### src/rtl/demux_pkg.sv
// ---------------------------------------------------------------------------
// demux_pkg
//   Shared definitions for the demux12 router and its mux21 counterpart.
//   - state_t : PASS / HOLD encoding of the routing state machine
//   - DEST_0/DEST_1 : destination encoding taken from the word's class bit
//   - DEMUX_DATA_SIZE : default word width shared with mux21
// Revision: 1.0
// ---------------------------------------------------------------------------
`default_nettype none

package demux_pkg;

  localparam int DEMUX_DATA_SIZE = 10;

  typedef enum logic [0:0] {
    ST_PASS = 1'b0,
    ST_HOLD = 1'b1
  } state_t;

  localparam logic DEST_0 = 1'b0;
  localparam logic DEST_1 = 1'b1;

endpackage

`default_nettype wire

### src/rtl/push_counter.sv
// ---------------------------------------------------------------------------
// push_counter
//   Free-running wrap-around event counter. Increments by one on every
//   clock edge where i_en is high; wraps from all-ones to zero silently.
//   Ports:
//     clk      in   clock
//     rst_n    in   asynchronous active-low reset (count -> 0)
//     i_en     in   count enable
//     o_count  out  current count, WIDTH bits
// Revision: 1.0
// ---------------------------------------------------------------------------
`default_nettype none

module push_counter #(
  parameter int WIDTH = 8
) (
  input  logic             clk,
  input  logic             rst_n,
  input  logic             i_en,
  output logic [WIDTH-1:0] o_count
);

  logic [WIDTH-1:0] r_count;

  always_ff @(posedge clk or negedge rst_n) begin
    if (!rst_n) begin
      r_count <= '0;
    end else if (i_en) begin
      r_count <= r_count + {{(WIDTH-1){1'b0}}, 1'b1};
    end
  end

  assign o_count = r_count;

endmodule

`default_nettype wire

### src/rtl/demux12.sv
// ---------------------------------------------------------------------------
// demux12
//   1:2 routing demultiplexer. Each accepted word is routed by its class bit
//   (in[SEL_BIT]) to FIFO 0 or FIFO 1. If the destination FIFO is almost
//   full at the accept edge, the word is parked in a one-entry hold register
//   and ready is dropped until that FIFO can take it.
//   Ports:
//     clk                    in   clock, rising edge
//     reset                  in   asynchronous active-low reset
//     in[DATA_SIZE]          in   word from upstream
//     valid_in               in   in carries a word
//     fifo_down0_almostfull  in   FIFO 0 cannot take more words
//     fifo_down1_almostfull  in   FIFO 1 cannot take more words
//     ready                  out  word accepted this cycle if valid_in
//     out0/out1[DATA_SIZE]   out  write data to FIFO 0 / FIFO 1
//     push_0/push_1          out  one-cycle write strobes
//     push_count0/1[CNT_SIZE]out  wrap-around push totals per FIFO
//   All outputs are registered or decoded from state only.
// Revision: 1.0
// ---------------------------------------------------------------------------
`default_nettype none

module demux12
  import demux_pkg::*;
#(
  parameter int DATA_SIZE = DEMUX_DATA_SIZE,
  parameter int SEL_BIT   = DATA_SIZE - 1,
  parameter int CNT_SIZE  = 8
) (
  input  logic                 clk,
  input  logic                 reset,
  input  logic [DATA_SIZE-1:0] in,
  input  logic                 valid_in,
  input  logic                 fifo_down0_almostfull,
  input  logic                 fifo_down1_almostfull,
  output logic                 ready,
  output logic [DATA_SIZE-1:0] out0,
  output logic [DATA_SIZE-1:0] out1,
  output logic                 push_0,
  output logic                 push_1,
  output logic [CNT_SIZE-1:0]  push_count0,
  output logic [CNT_SIZE-1:0]  push_count1
);

  state_t               r_state;
  state_t               w_state_nxt;

  logic [DATA_SIZE-1:0] r_hold_word;
  logic                 r_hold_dest;

  logic [DATA_SIZE-1:0] r_out0;
  logic [DATA_SIZE-1:0] r_out1;
  logic                 r_push0;
  logic                 r_push1;

  logic                 w_dest;
  logic                 w_af_in;
  logic                 w_af_hold;
  logic                 w_accept;

  logic                 w_push0_nxt;
  logic                 w_push1_nxt;
  logic [DATA_SIZE-1:0] w_word_nxt;
  logic                 w_load_hold;

  // Only the selected FIFO's almost-full matters; the other is ignored.
  assign w_dest    = in[SEL_BIT];
  assign w_af_in   = (w_dest == DEST_1) ? fifo_down1_almostfull : fifo_down0_almostfull;
  assign w_af_hold = (r_hold_dest == DEST_1) ? fifo_down1_almostfull : fifo_down0_almostfull;
  assign w_accept  = valid_in && (r_state == ST_PASS);

  // -------------------------------------------------------------------------
  // Next-state / push decision
  // -------------------------------------------------------------------------
  always_comb begin
    w_state_nxt = r_state;
    w_push0_nxt = 1'b0;
    w_push1_nxt = 1'b0;
    w_word_nxt  = in;
    w_load_hold = 1'b0;

    case (r_state)
      ST_PASS: begin
        if (w_accept) begin
          if (!w_af_in) begin
            w_push0_nxt = (w_dest == DEST_0);
            w_push1_nxt = (w_dest == DEST_1);
          end else begin
            w_load_hold = 1'b1;
            w_state_nxt = ST_HOLD;
          end
        end
      end
      ST_HOLD: begin
        // Push the parked word as soon as its FIFO frees up; returning to
        // PASS in the same edge lets the next word be accepted immediately.
        if (!w_af_hold) begin
          w_word_nxt  = r_hold_word;
          w_push0_nxt = (r_hold_dest == DEST_0);
          w_push1_nxt = (r_hold_dest == DEST_1);
          w_state_nxt = ST_PASS;
        end
      end
      default: begin
        w_state_nxt = ST_PASS;
      end
    endcase
  end

  // -------------------------------------------------------------------------
  // State, hold register and output registers
  // -------------------------------------------------------------------------
  always_ff @(posedge clk or negedge reset) begin
    if (!reset) begin
      r_state     <= ST_PASS;
      r_hold_word <= '0;
      r_hold_dest <= DEST_0;
    end else begin
      r_state <= w_state_nxt;
      if (w_load_hold) begin
        r_hold_word <= in;
        r_hold_dest <= w_dest;
      end
    end
  end

  always_ff @(posedge clk or negedge reset) begin
    if (!reset) begin
      r_out0  <= '0;
      r_out1  <= '0;
      r_push0 <= 1'b0;
      r_push1 <= 1'b0;
    end else begin
      r_push0 <= w_push0_nxt;
      r_push1 <= w_push1_nxt;
      if (w_push0_nxt) begin
        r_out0 <= w_word_nxt;
      end
      if (w_push1_nxt) begin
        r_out1 <= w_word_nxt;
      end
    end
  end

  // Counters advance on the same edge that raises the strobe, so the count
  // seen alongside a push already includes that push.
  push_counter #(
    .WIDTH (CNT_SIZE)
  ) u_cnt0 (
    .clk     (clk),
    .rst_n   (reset),
    .i_en    (w_push0_nxt),
    .o_count (push_count0)
  );

  push_counter #(
    .WIDTH (CNT_SIZE)
  ) u_cnt1 (
    .clk     (clk),
    .rst_n   (reset),
    .i_en    (w_push1_nxt),
    .o_count (push_count1)
  );

  assign ready  = (r_state == ST_PASS);
  assign out0   = r_out0;
  assign out1   = r_out1;
  assign push_0 = r_push0;
  assign push_1 = r_push1;

endmodule

`default_nettype wire

### config.mk
export PLATFORM = sky130hd
export DESIGN_NAME = demux12
export DESIGN_NICKNAME = d
export VERILOG_FILES = /design/src/rtl/demux_pkg.sv /design/src/rtl/push_counter.sv /design/src/rtl/demux12.sv
export SDC_FILE = /design/constraint.sdc
export NUM_CORES = 1
export LEC_CHECK = 0
export ABC_AREA = 1
export ABC_CLOCK_PERIOD_IN_PS = 2750
export CORE_ASPECT_RATIO = 0.75
export CORE_UTILIZATION = 45
export CTS_CLUSTER_DIAMETER = 40
export DETAILED_ROUTE_END_ITERATION = 8
export DONT_BUFFER_PORTS = 1
export GPL_TIMING_DRIVEN = 1
export PLACE_DENSITY = 0.63
export SYNTH_ARGS = -nofsm -noshare
export SYNTH_HDL_FRONTEND = slang
export SYNTH_SLANG_ARGS = --single-unit
### constraint.sdc
create_clock -name clk -period 2.75 [get_ports clk]
set_input_delay 0.275 -clock clk [delete_from_list [all_inputs] [get_ports clk]]
set_output_delay 0.275 -clock clk [all_outputs]
set_load 0.01 [all_outputs]
Word level (Yosys, flattened, before mapping). Cells that the tools add are included.

Reduce and logical (&&, ||, !) cells: 1. Bitwise logic cells: 3. Muxes and demuxes: 17. Add/sub/neg operators: 2.

Operators by type and width (count): $mux 10 (2); $add 8x1->8 const B (2); $mux 1 (12); $pmux 1 s2 (3); $not 1->1 (3); $logic_and 1x1->1 (1).

Output and inout bits: 39. Bits of input ports: 15. Flip-flop bits (word level): 50. Logic and storage cells: 32.

Longest topological paths before layout. Gate-level depths: netlist of run 1.

Depth in word-level cells: 4. Gate-level depth with buffers: 8.

By module. A second synthesis of run 1 with hierarchy kept.

Cells, all modules: 254. Area total of the unflattened synthesis: 2217.1 um^2.

By module, submodules not included: demux12 (times used 1, cells each 174, area an instance 1466.4 um^2, sequential area each 825.8 um^2); push_counter (times used 2, cells each 40, area an instance 375.4 um^2, sequential area each 200.2 um^2).

Least setup slack after synthesis of run 1. No wires, ideal clock.

Path kind: reg2reg. Start point: register u_cnt0.r_count[0] (netlist: u_cnt0.o_count[0]). End point: register u_cnt0.r_count[4] (netlist: u_cnt0.o_count[4]). Setup time: 123 ps. Period minus slack after synthesis: 1213 ps. Data arrival time: 1090 ps. Setup slack: 1537 ps. Cell stages (with the launch flop): 7. Path through: dfrtp_1 > ha_1 > inv_1 > o21ai_0 > inv_1 > o21ai_0 > nand2_1.

Longest elaborated chain between the ends: 1.

RTL lines: start: declaration (line push_counter.sv:23) `logic [WIDTH-1:0] r_count;`; start signal: assignment (line push_counter.sv:29) `r_count <= r_count + {{(WIDTH-1){1'b0}}, 1'b1};`; $add 8x1->8 (line push_counter.sv:29).

Every way passes these cells. A chain may end at the register's enable or synchronous reset.

==> results of run 1 <==
-- per-stage QoR --
| stage | utilization (%) | instances | instance area [µm²] | hold slack, ns | power (mW) |
|---|---|---|---|---|---|
| after floorplan | - | 299 | 2379 | -0.02059 | 1.790 |
| after global placement | 47.69 | 361 | 2376 | -0.01939 | 1.903 |
| after detailed placement | 47.69 | 361 | 2376 | -0.01933 | 1.920 |
| after CTS | 50.55 | 371 | 2519 | 0.1089 | 2.423 |
| after global routing | 50.55 | 371 | 2519 | 0.1271 | 2.585 |
| final | 50.55 | 371 | 2519 | 0.1170 | 2.393 |
-- flip-flops by register name (all words and copies together) (netlist names) --
| name | flops |
|---|---|
| push_0 | 1 |
| r_hold_word | 10 |
| u_cnt1.o_count | 8 |
| r_state | 1 |
| u_cnt0.o_count | 8 |
| push_1 | 1 |
| out0 | 10 |
| out1 | 10 |
-- Yosys cell counts, drive strengths merged --
cell type	number	share of area, %
nor2	14	2.3
xor2	2	0.74
nand2	128	22
nand3	37	8.0
buf	9	3.7
nor3	1	0.21
xnor2	2	0.74
o21ai	16	3.4
ha	2	1.1
clkbuf	1	0.21
inv	35	5.5
dfrtp	49	52
or2	1	0.26
nand3b	2	0.63
-- power groups by stage --
| stage | combinational [mW] | clock [mW] | sequential [mW] |
|---|---|---|---|
| global route | 0.712 | 0.516 | 1.36 |
| global placement | 0.575 | 0 | 1.33 |
| floorplan | 0.540 | 0 | 1.25 |
| finish | 0.604 | 0.476 | 1.31 |
| detailed placement | 0.591 | 0 | 1.33 |
| CTS | 0.613 | 0.492 | 1.32 |
-- worst max-delay path, delay by kind of cell (launching register included) --
family        cells  cell delay (ns)
buf+inv           1             0.22
flops             1             0.42
simple gates      5             1.10
-- routing by layer --
layer | up-vias | wire (µm) | track usage, %
met4 | 0 | 18 | 3.750
met2 | 44 | 2100 | 29.07
met3 | 2 | 256 | 5.350
li1 | 918 | - | -
met1 | 835 | 2434 | 25.92
met5 | - | 0 | 0
-- cells by family after synthesis --
family,count (synthesis),share of synthesized area [%]
AO/OA/AOI/OAI,16,3.367
XOR/XNOR,4,1.473
adder cells (fa/ha/maj),2,1.052
buffers and inverters,45,9.415
flip-flops,49,51.55
AND/OR/NAND/NOR,183,33.14
-- final cells by class --
| type | count | area share [%] |
|---|---|---|
| inverters | 35 | 5.216 |
| clock inverters | 1 | 0.3477 |
| multi-input cells | 205 | 36.86 |
| flip-flops and latches | 49 | 48.68 |
| well taps | 72 | 3.577 |
| repair buffers | 2 | 1.490 |
| clock buffers | 7 | 3.825 |
-- how the worst max path moves through the flow --
stage,from,end,depth (start not counted)
detailed placement,r_hold_word[9],out0[2],6
global placement,r_hold_word[9],out0[0],6
floorplan,u_cnt0.o_count[0],u_cnt0.o_count[4],6
CTS,r_hold_word[9],out0[2],6
finish,r_hold_word[9],out0[2],6
global route,r_hold_word[9],u_cnt0.o_count[6],6
==> out/results.ini, run 1 <==
[status]
status=complete, no violations

[cts]
ctsRootBufferMaster=clkbuf_8
htree_levels=2
clock_latency_ns=0.30
cts_resized=0
cts_buffer_depth=2
clk_pin_slew_ns=0.09
cts.sink_count=49
post-cts-setup-buffers=0
cts_tree=built
cts_hold_buffers=2
cts_buffers=5

[setup_path]
reg2reg_depth=6
worstPathRequired_ns=2.94
cp.arrival_ns=2.06
timing.critical_path.cells=nor2_1 -> nand2_1 -> nand2_2 -> inv_2 -> nand2_1 -> nand2_1
r2r_start=r_hold_word[9]
path_class=flip-flop to flip-flop
cp-end-kind=flip-flop
start_kind=flip-flop
crit_path_max_fanout=22
r2r-end=out0[2]
worst_path_most_repeated_cell=nand2_1
r2r_slack_ns=0.89
crit_path_top_delay_cell=nand2_2
cpPeakStageDelay_ns=0.49

[layout]
layout-drive-gt1-share_pct=7.358
regArea_um2=1226
fillers=490
multiInputGateArea_um2=928.4
final_cell_mix=nand2_1 (119), dfrtp_1 (49), nand3_1 (36)
final_common_cell=nand2_1
fin_nets=315
antenna_cells=0
area_growth_syn_to_layout_pct=5.892

[min_path]
hold_class=primary input to flip-flop
timing.hold.worst_endpoint=r_hold_word[9]
holdPathStages=2
hold_start=in[9]

[floorplanning]
io_pins=54
die_w_um=85.95
rows=22
start_util_pct=47.74
die_y_um=64.96
die_area_um2=5583
core_area_um2=4982

[routing]
dr.pass1.iters=4
vias=1799
drcViolationCount=0
via_per_inst=4.849
finalWirelength_mm=4.810
postRouteAntennaNets=0
wl_per_cell_um=12.96
drt_iter0_drc=101

[global_routing]
grt_remaining_overflow=0
grt_pass1_wl_mm=8.052
track_usage_pct=18.64
antenna_found_initial=0
grt_pass1_vias=1682
grt_max_degree=50

[sta]
fin_crit_sh_pct=67.76
fin_setup_tns_ns=0
setup_viol=0
fmax_mhz=536.7
slew_headroom_pct=56.18
hold_viol=0
rsz0062_at_grt=no
fin_skew_ns=0.008598
setup_ws_ns=0.8867
drv_slew=0
finalCriticalPeriod_ns=1.863
max_slew.worst_pin.slew_ns=0.6553

[yosys]
yosysSeqAreaShare_pct=51.55
ys_types=21
syn_nets=316
postSynthAreaPerCell_um2=7.955
ys_seq_elements=49
synth_warnings=0
syn_inst=299
synth.cell_area_um2=2379

[pwr]
p_clk_share_pct=19.9
p_seq_share_pct=54.9
power_leakage_nw=1.306
power_switching_mw=0.9719
peakVddDrop_mv=0.3708
swShare_pct=40.62
p_comb_share_pct=25.2
p_per_area_nw_per_um2=949.9
internal_power_mw=1.421

[placement]
io_buffers=0
gp_congestion=0.7835
dpl_worst_slack_ns=0.9076
dp.final_hpwl_mm=3.348

[run]
maxCapViolations=0

Note: power is estimated with default switching activity, not from simulation.
==> inputs of run 2 (changes only) <==
--- a/config.mk
+++ b/config.mk
@@ -6,14 +6,14 @@
 export NUM_CORES = 1
 export LEC_CHECK = 0
 export ABC_AREA = 1
-export ABC_CLOCK_PERIOD_IN_PS = 2750
+export ABC_CLOCK_PERIOD_IN_PS = 1700
 export CORE_ASPECT_RATIO = 0.75
 export CORE_UTILIZATION = 45
 export CTS_CLUSTER_DIAMETER = 40
 export DETAILED_ROUTE_END_ITERATION = 8
 export DONT_BUFFER_PORTS = 1
 export GPL_TIMING_DRIVEN = 1
-export PLACE_DENSITY = 0.63
+export PLACE_DENSITY = 0.65
 export SYNTH_ARGS = -nofsm -noshare
 export SYNTH_HDL_FRONTEND = slang
 export SYNTH_SLANG_ARGS = --single-unit
==> constraint.sdc (replaced) <==
create_clock -name clk -period 1.7 [get_ports clk]
set_input_delay 0.17 -clock clk [delete_from_list [all_inputs] [get_ports clk]]
set_output_delay 0.17 -clock clk [all_outputs]
set_load 0.01 [all_outputs]
==> out/results.ini, run 2 (synthesis gave the netlist of run 1 again) <==
[status]
status=complete, no violations

[sta]
setup_viol=0  ; unchanged
fin_setup_tns_ns=0  ; unchanged
max_slew.worst_pin.slew_ns=0.3205  ; -0.3348 ns
fmax_mhz=703.7  ; +31%
hold_viol=0  ; unchanged
rsz0062_at_grt=no
slew_headroom_pct=78.63  ; +22 points
fin_skew_ns=0.009174  ; +0.0005753 ns
finalCriticalPeriod_ns=1.421  ; -0.4423 ns
fin_crit_sh_pct=83.59  ; +16 points
drv_slew=0  ; unchanged

[placement]
gp_congestion=0.7439  ; -5.1%
io_buffers=0  ; unchanged
dp.final_hpwl_mm=3.360  ; +0.36%

[pwr]
power_mw=3.853  ; +61%
internal_power_mw=2.290  ; +61%
p_clk_share_pct=18.1  ; -1.8 points
power_switching_mw=1.564  ; +61%
p_seq_share_pct=55.0  ; about the same
peakVddDrop_mv=0.6298  ; +70%
p_per_area_nw_per_um2=1511  ; +59%
swShare_pct=40.58  ; -0.042 points
power_leakage_nw=1.323  ; +1.2%
p_comb_share_pct=26.9  ; +1.7 points

[layout]
layout-drive-gt1-share_pct=8.251  ; +0.89 points
area_growth_syn_to_layout_pct=7.207
final_common_cell=nand2_1
final_cell_mix=nand2_1 (119), dfrtp_1 (49), nand3_1 (36)
fin_nets=320  ; +1.6%
antenna_cells=0  ; unchanged

[setup_path]
crit_path_max_fanout=5  ; -77%
worstPathRequired_ns=1.89  ; -1.05 ns
start_kind=flip-flop
cp.arrival_ns=1.61  ; -0.45 ns
path_class=flip-flop to flip-flop
cp-end-kind=flip-flop

[run]
maxCapViolations=0  ; unchanged

[global_routing]
grt_max_degree=50  ; unchanged
antenna_found_initial=0  ; unchanged
track_usage_pct=19.57  ; +0.92 points
grt_pass1_vias=1763  ; +4.8%
grt_pass1_wl_mm=8.369  ; +3.9%
grt_remaining_overflow=0  ; unchanged

[routing]
via_per_inst=4.901  ; +1.1%
drcViolationCount=0  ; unchanged
postRouteAntennaNets=0  ; unchanged
wl_per_cell_um=13.10  ; +1.0%
drt_iter0_drc=107  ; +5.9%
vias=1838  ; +2.2%
finalWirelength_mm=4.912  ; +2.1%
dr.pass1.iters=4  ; unchanged

[min_path]
hold_class=primary input to flip-flop

[cts]
ctsRootBufferMaster=clkbuf_8
cts_hold_buffers=2  ; unchanged
clk_pin_slew_ns=0.09  ; about the same
cts_buffer_depth=2  ; unchanged
post-cts-setup-buffers=0  ; unchanged
cts_resized=0  ; unchanged
cts.sink_count=49  ; unchanged
clock_latency_ns=0.30  ; about the same
htree_levels=2  ; unchanged
cts_tree=built
cts_buffers=5  ; unchanged

[floorplanning]
rows=22  ; unchanged
die_y_um=64.96  ; unchanged
die_w_um=85.95  ; unchanged
start_util_pct=47.74  ; unchanged
core_area_um2=4982  ; unchanged
io_pins=54  ; unchanged
die_area_um2=5583  ; unchanged

## run 2: cell count changes in the layout (fill, tap and decap cells not counted)
| cell | delta |
|---|---|
| buf_4 | +4 |
| inv_6 | -1 |
| buf_12 | +1 |
| clkbuf_1 | +1 |
| clkbuf_8 | -1 |
## run 2: worst max-delay path, cell delays in order, from the launching register on
cell and delay (ns):
dfrtp_1 0.49, ha_1 0.29, inv_1 0.10, o21ai_0 0.17, inv_1 0.05, o21ai_0 0.15, nand2_1 0.07
## run 2: layout make-up
cell class / instances / area (µm²)
fillers: 465 / 2432
flip-flops and latches: 49 / 1226
multi-input cells: 205 / 928.4
inverters: 35 / 131.4
well taps: 72 / 90.09
repair buffers: 7 / 87.58
clock buffers: 7 / 86.33
## run 2: through the flow
stage | setup slack, ns | util (%) | area, µm² | hold WS (ns) | cells
global route | 0.1745 | 51.18 | 2550 | 0.04422 | 375
finish | 0.2790 | 51.18 | 2550 | 0.007751 | 375
detailed placement | 0.3023 | 48.69 | 2426 | -0.1243 | 366
CTS | 0.2871 | 51.18 | 2550 | 0.006186 | 375
floorplan | 0.4872 | - | 2379 | -0.1256 | 299
global placement | 0.3356 | 48.69 | 2426 | -0.1243 | 366
## run 2: power by group through the flow
stage | clock (mW) | combinational, mW | sequential (mW)
final | 0.699 | 1.04 | 2.12
after global routing | 0.762 | 1.23 | 2.19
after CTS | 0.716 | 1.05 | 2.13
after detailed placement | 0 | 1.01 | 2.15
after global placement | 0 | 0.980 | 2.14
after floorplan | 0 | 0.873 | 2.02
## run 2: path summary, 6_finish.rpt
kind / startpoint / to / slack [ns] / cells past startpoint
max in group asynchronous: reset / out1[7] / 1.10 / 2
worst max-delay path: u_cnt0.o_count[1] / u_cnt0.o_count[4] / 0.28 / 6
min in group asynchronous: reset / out0[4] / 0.38 / 2
worst max register to register: u_cnt0.o_count[1] / u_cnt0.o_count[4] / 0.28 / 6
worst min-delay path: in[9] / r_hold_word[9] / 0.008 / 2
worst min register to register: r_hold_word[4] / r_hold_word[4] / 0.49 / 2
## run 2: per-layer routing
metal | track usage, % | up-vias | part of all wire (%)
li1 | - | 926 | -
met1 | 25.69 | 851 | 47
met2 | 31.65 | 54 | 45
met3 | 4.968 | 7 | 6.2
met4 | 6.458 | 0 | 1.2
met5 | 0 | - | 0
==> inputs of run 3 (changes only) <==
--- a/config.mk
+++ b/config.mk
@@ -6,14 +6,14 @@
 export NUM_CORES = 1
 export LEC_CHECK = 0
 export ABC_AREA = 1
-export ABC_CLOCK_PERIOD_IN_PS = 1700
+export ABC_CLOCK_PERIOD_IN_PS = 1400
 export CORE_ASPECT_RATIO = 0.75
 export CORE_UTILIZATION = 45
 export CTS_CLUSTER_DIAMETER = 40
 export DETAILED_ROUTE_END_ITERATION = 8
 export DONT_BUFFER_PORTS = 1
 export GPL_TIMING_DRIVEN = 1
-export PLACE_DENSITY = 0.65
+export PLACE_DENSITY = 0.63
 export SYNTH_ARGS = -nofsm -noshare
 export SYNTH_HDL_FRONTEND = slang
 export SYNTH_SLANG_ARGS = --single-unit
==> constraint.sdc (replaced) <==
create_clock -name clk -period 1.4 [get_ports clk]
set_input_delay 0.14 -clock clk [delete_from_list [all_inputs] [get_ports clk]]
set_output_delay 0.14 -clock clk [all_outputs]
set_load 0.01 [all_outputs]
==> out/results.ini, run 3 (synthesis gave the netlist of run 1 again) <==
[floorplanning]
io_pins=54  ; unchanged
start_util_pct=47.74  ; unchanged
die_y_um=64.96  ; unchanged
die_area_um2=5583  ; unchanged
rows=22  ; unchanged
core_area_um2=4982  ; unchanged
die_w_um=85.95  ; unchanged

[pwr]
peakVddDrop_mv=0.6895  ; +9.5%
p_per_area_nw_per_um2=1866  ; +23%
power_leakage_nw=1.376  ; +4.1%

[cts]
cts.sink_count=49  ; unchanged
clk_pin_slew_ns=0.09  ; about the same
cts_resized=0  ; unchanged
ctsRootBufferMaster=clkbuf_8
clock_latency_ns=0.31  ; about the same
cts_hold_buffers=5  ; +3
cts_tree=built
cts_buffers=5  ; unchanged
post-cts-setup-buffers=0  ; unchanged
cts_buffer_depth=2  ; unchanged
htree_levels=2  ; unchanged

[layout]
regArea_um2=1226  ; unchanged
layout-drive-gt1-share_pct=10.26  ; +2.0 points
antenna_cells=0  ; unchanged
fin_nets=328  ; +2.5%
fin_cells=384  ; +2.4%
area_growth_syn_to_layout_pct=11.78
multiInputGateArea_um2=928.4  ; unchanged
final_common_cell=nand2_1
final_cell_mix=nand2_1 (119), dfrtp_1 (49), nand3_1 (36)
fillers=471  ; +1.3%

[setup_path]
worst_path_most_repeated_cell=o21ai_0
cpPeakStageDelay_ns=0.42  ; -0.07 ns
crit_family=simple AND/OR/NAND/NOR gates
reg2reg_depth=6  ; unchanged
path_depth=6  ; unchanged
critical_path_buf_inv_count=1  ; -1
worstPathRequired_ns=1.62  ; -0.27 ns
r2r_slack_ns=0.13  ; -0.15 ns
startpoint=r_hold_word[9]
r2r-end=u_cnt0.o_count[2]
start_kind=flip-flop
cp-end-kind=flip-flop
endpoint=u_cnt0.o_count[2]
timing.critical_path.cells=nor2_1 -> nand2_1 -> nand2_2 -> buf_4 -> o21ai_0 -> o21ai_0
path_class=flip-flop to flip-flop
r2r_start=r_hold_word[9]
cp.arrival_ns=1.49  ; -0.12 ns
crit_path_top_delay_cell=dfrtp_1
crit_path_max_fanout=8  ; +3

[routing]
via_per_inst=4.734  ; -3.4%
drcViolationCount=0  ; unchanged
postRouteAntennaNets=0  ; unchanged
drt_iter0_drc=127  ; +19%
finalWirelength_mm=4.821  ; -1.9%
wl_per_cell_um=12.55  ; -4.2%
dr.pass1.iters=4  ; unchanged
vias=1818  ; -1.1%

[min_path]
hold_class=primary input to flip-flop

[run]
maxCapViolations=0  ; unchanged

[global_routing]
grt_remaining_overflow=0  ; unchanged
grt_pass1_vias=1673  ; -5.1%
antenna_found_initial=0  ; unchanged
grt_pass1_wl_mm=8.169  ; -2.4%
track_usage_pct=19.18  ; -0.38 points
grt_max_degree=50  ; unchanged

[sta]
setup_ws_ns=0.1296  ; -0.1494 ns
max_slew.worst_pin.slew_ns=0.3231  ; +0.002659 ns
rsz0062_at_grt=no
fin_crit_sh_pct=90.74  ; +7.2 points
fin_setup_tns_ns=0  ; unchanged
fin_skew_ns=0.007078  ; -0.002096 ns
finalCriticalPeriod_ns=1.270  ; -0.1506 ns
setup_viol=0  ; unchanged
hold_viol=0  ; unchanged
fmax_mhz=787.2  ; +12%
drv_slew=0  ; unchanged
slew_headroom_pct=78.43  ; -0.21 points

[placement]
dpl_worst_slack_ns=0.1243  ; -0.1781 ns
dp_cells=371  ; +1.4%
gp_congestion=0.7476  ; +0.50%
io_buffers=0  ; unchanged
dp.final_hpwl_mm=3.246  ; -3.4%

[status]
status=complete, no violations

-- run 3: layout make-up --
type | count | area share [%]
clock buffer | 5 | 2.588
clock inverter | 3 | 1.741
inverter | 35 | 4.941
multi-input combinational | 205 | 34.92
sequential | 49 | 46.12
tap | 72 | 3.388
timing repair buffer | 15 | 6.306
-- run 3: per-layer routing --
metal | GRT usage (%) | up-vias | share of wire (%)
met5 | 0 | - | 0
met4 | 7.500 | 0 | 1.6
met3 | 5.350 | 7 | 5.6
met2 | 28.37 | 39 | 43
met1 | 26.61 | 832 | 50
li1 | - | 940 | -
-- run 3: worst register-to-register path, stage by stage (launching register included) --
cell	delay, ns
dfrtp_1	0.42
nor2_1	0.13
nand2_1	0.13
nand2_2	0.16
buf_4	0.18
o21ai_0	0.09
o21ai_0	0.08
-- run 3: worst min path at each step --
stage	slack, ns	cells past startpoint	startpoint	to
floorplan	-0.16	0	reset	out0[0]
global placement	-0.15	0	reset	out1[4]
detailed placement	-0.15	0	reset	out1[0]
CTS	0.0001	2	in[5]	r_hold_word[5]
global route	0.02	2	in[0]	r_hold_word[0]
finish	0.004	2	in[5]	r_hold_word[5]
-- run 3: through the flow --
step                hold slack [ns]  util (%)  power, mW  area [µm²]
global route                0.01985     53.37      5.369        2659
finish                     0.004279     53.37      4.961        2659
detailed placement          -0.1543     49.70      3.943        2476
CTS                       0.0001333     53.37      5.030        2659
global placement            -0.1539     49.70      3.907        2476
floorplan                   -0.1556         -      3.516        2379
-- run 3: power by group --
| part | leakage [nW] | total, mW | switching (mW) | internal [mW] |
|---|---|---|---|---|
| Combinational | 0.700 | 1.42 | 0.861 | 0.564 |
| Clock | 0.0543 | 1.03 | 0.490 | 0.535 |
| Sequential | 0.622 | 2.51 | 0.592 | 1.92 |
| Total | 1.38 | 4.96 | 1.94 | 3.02 |
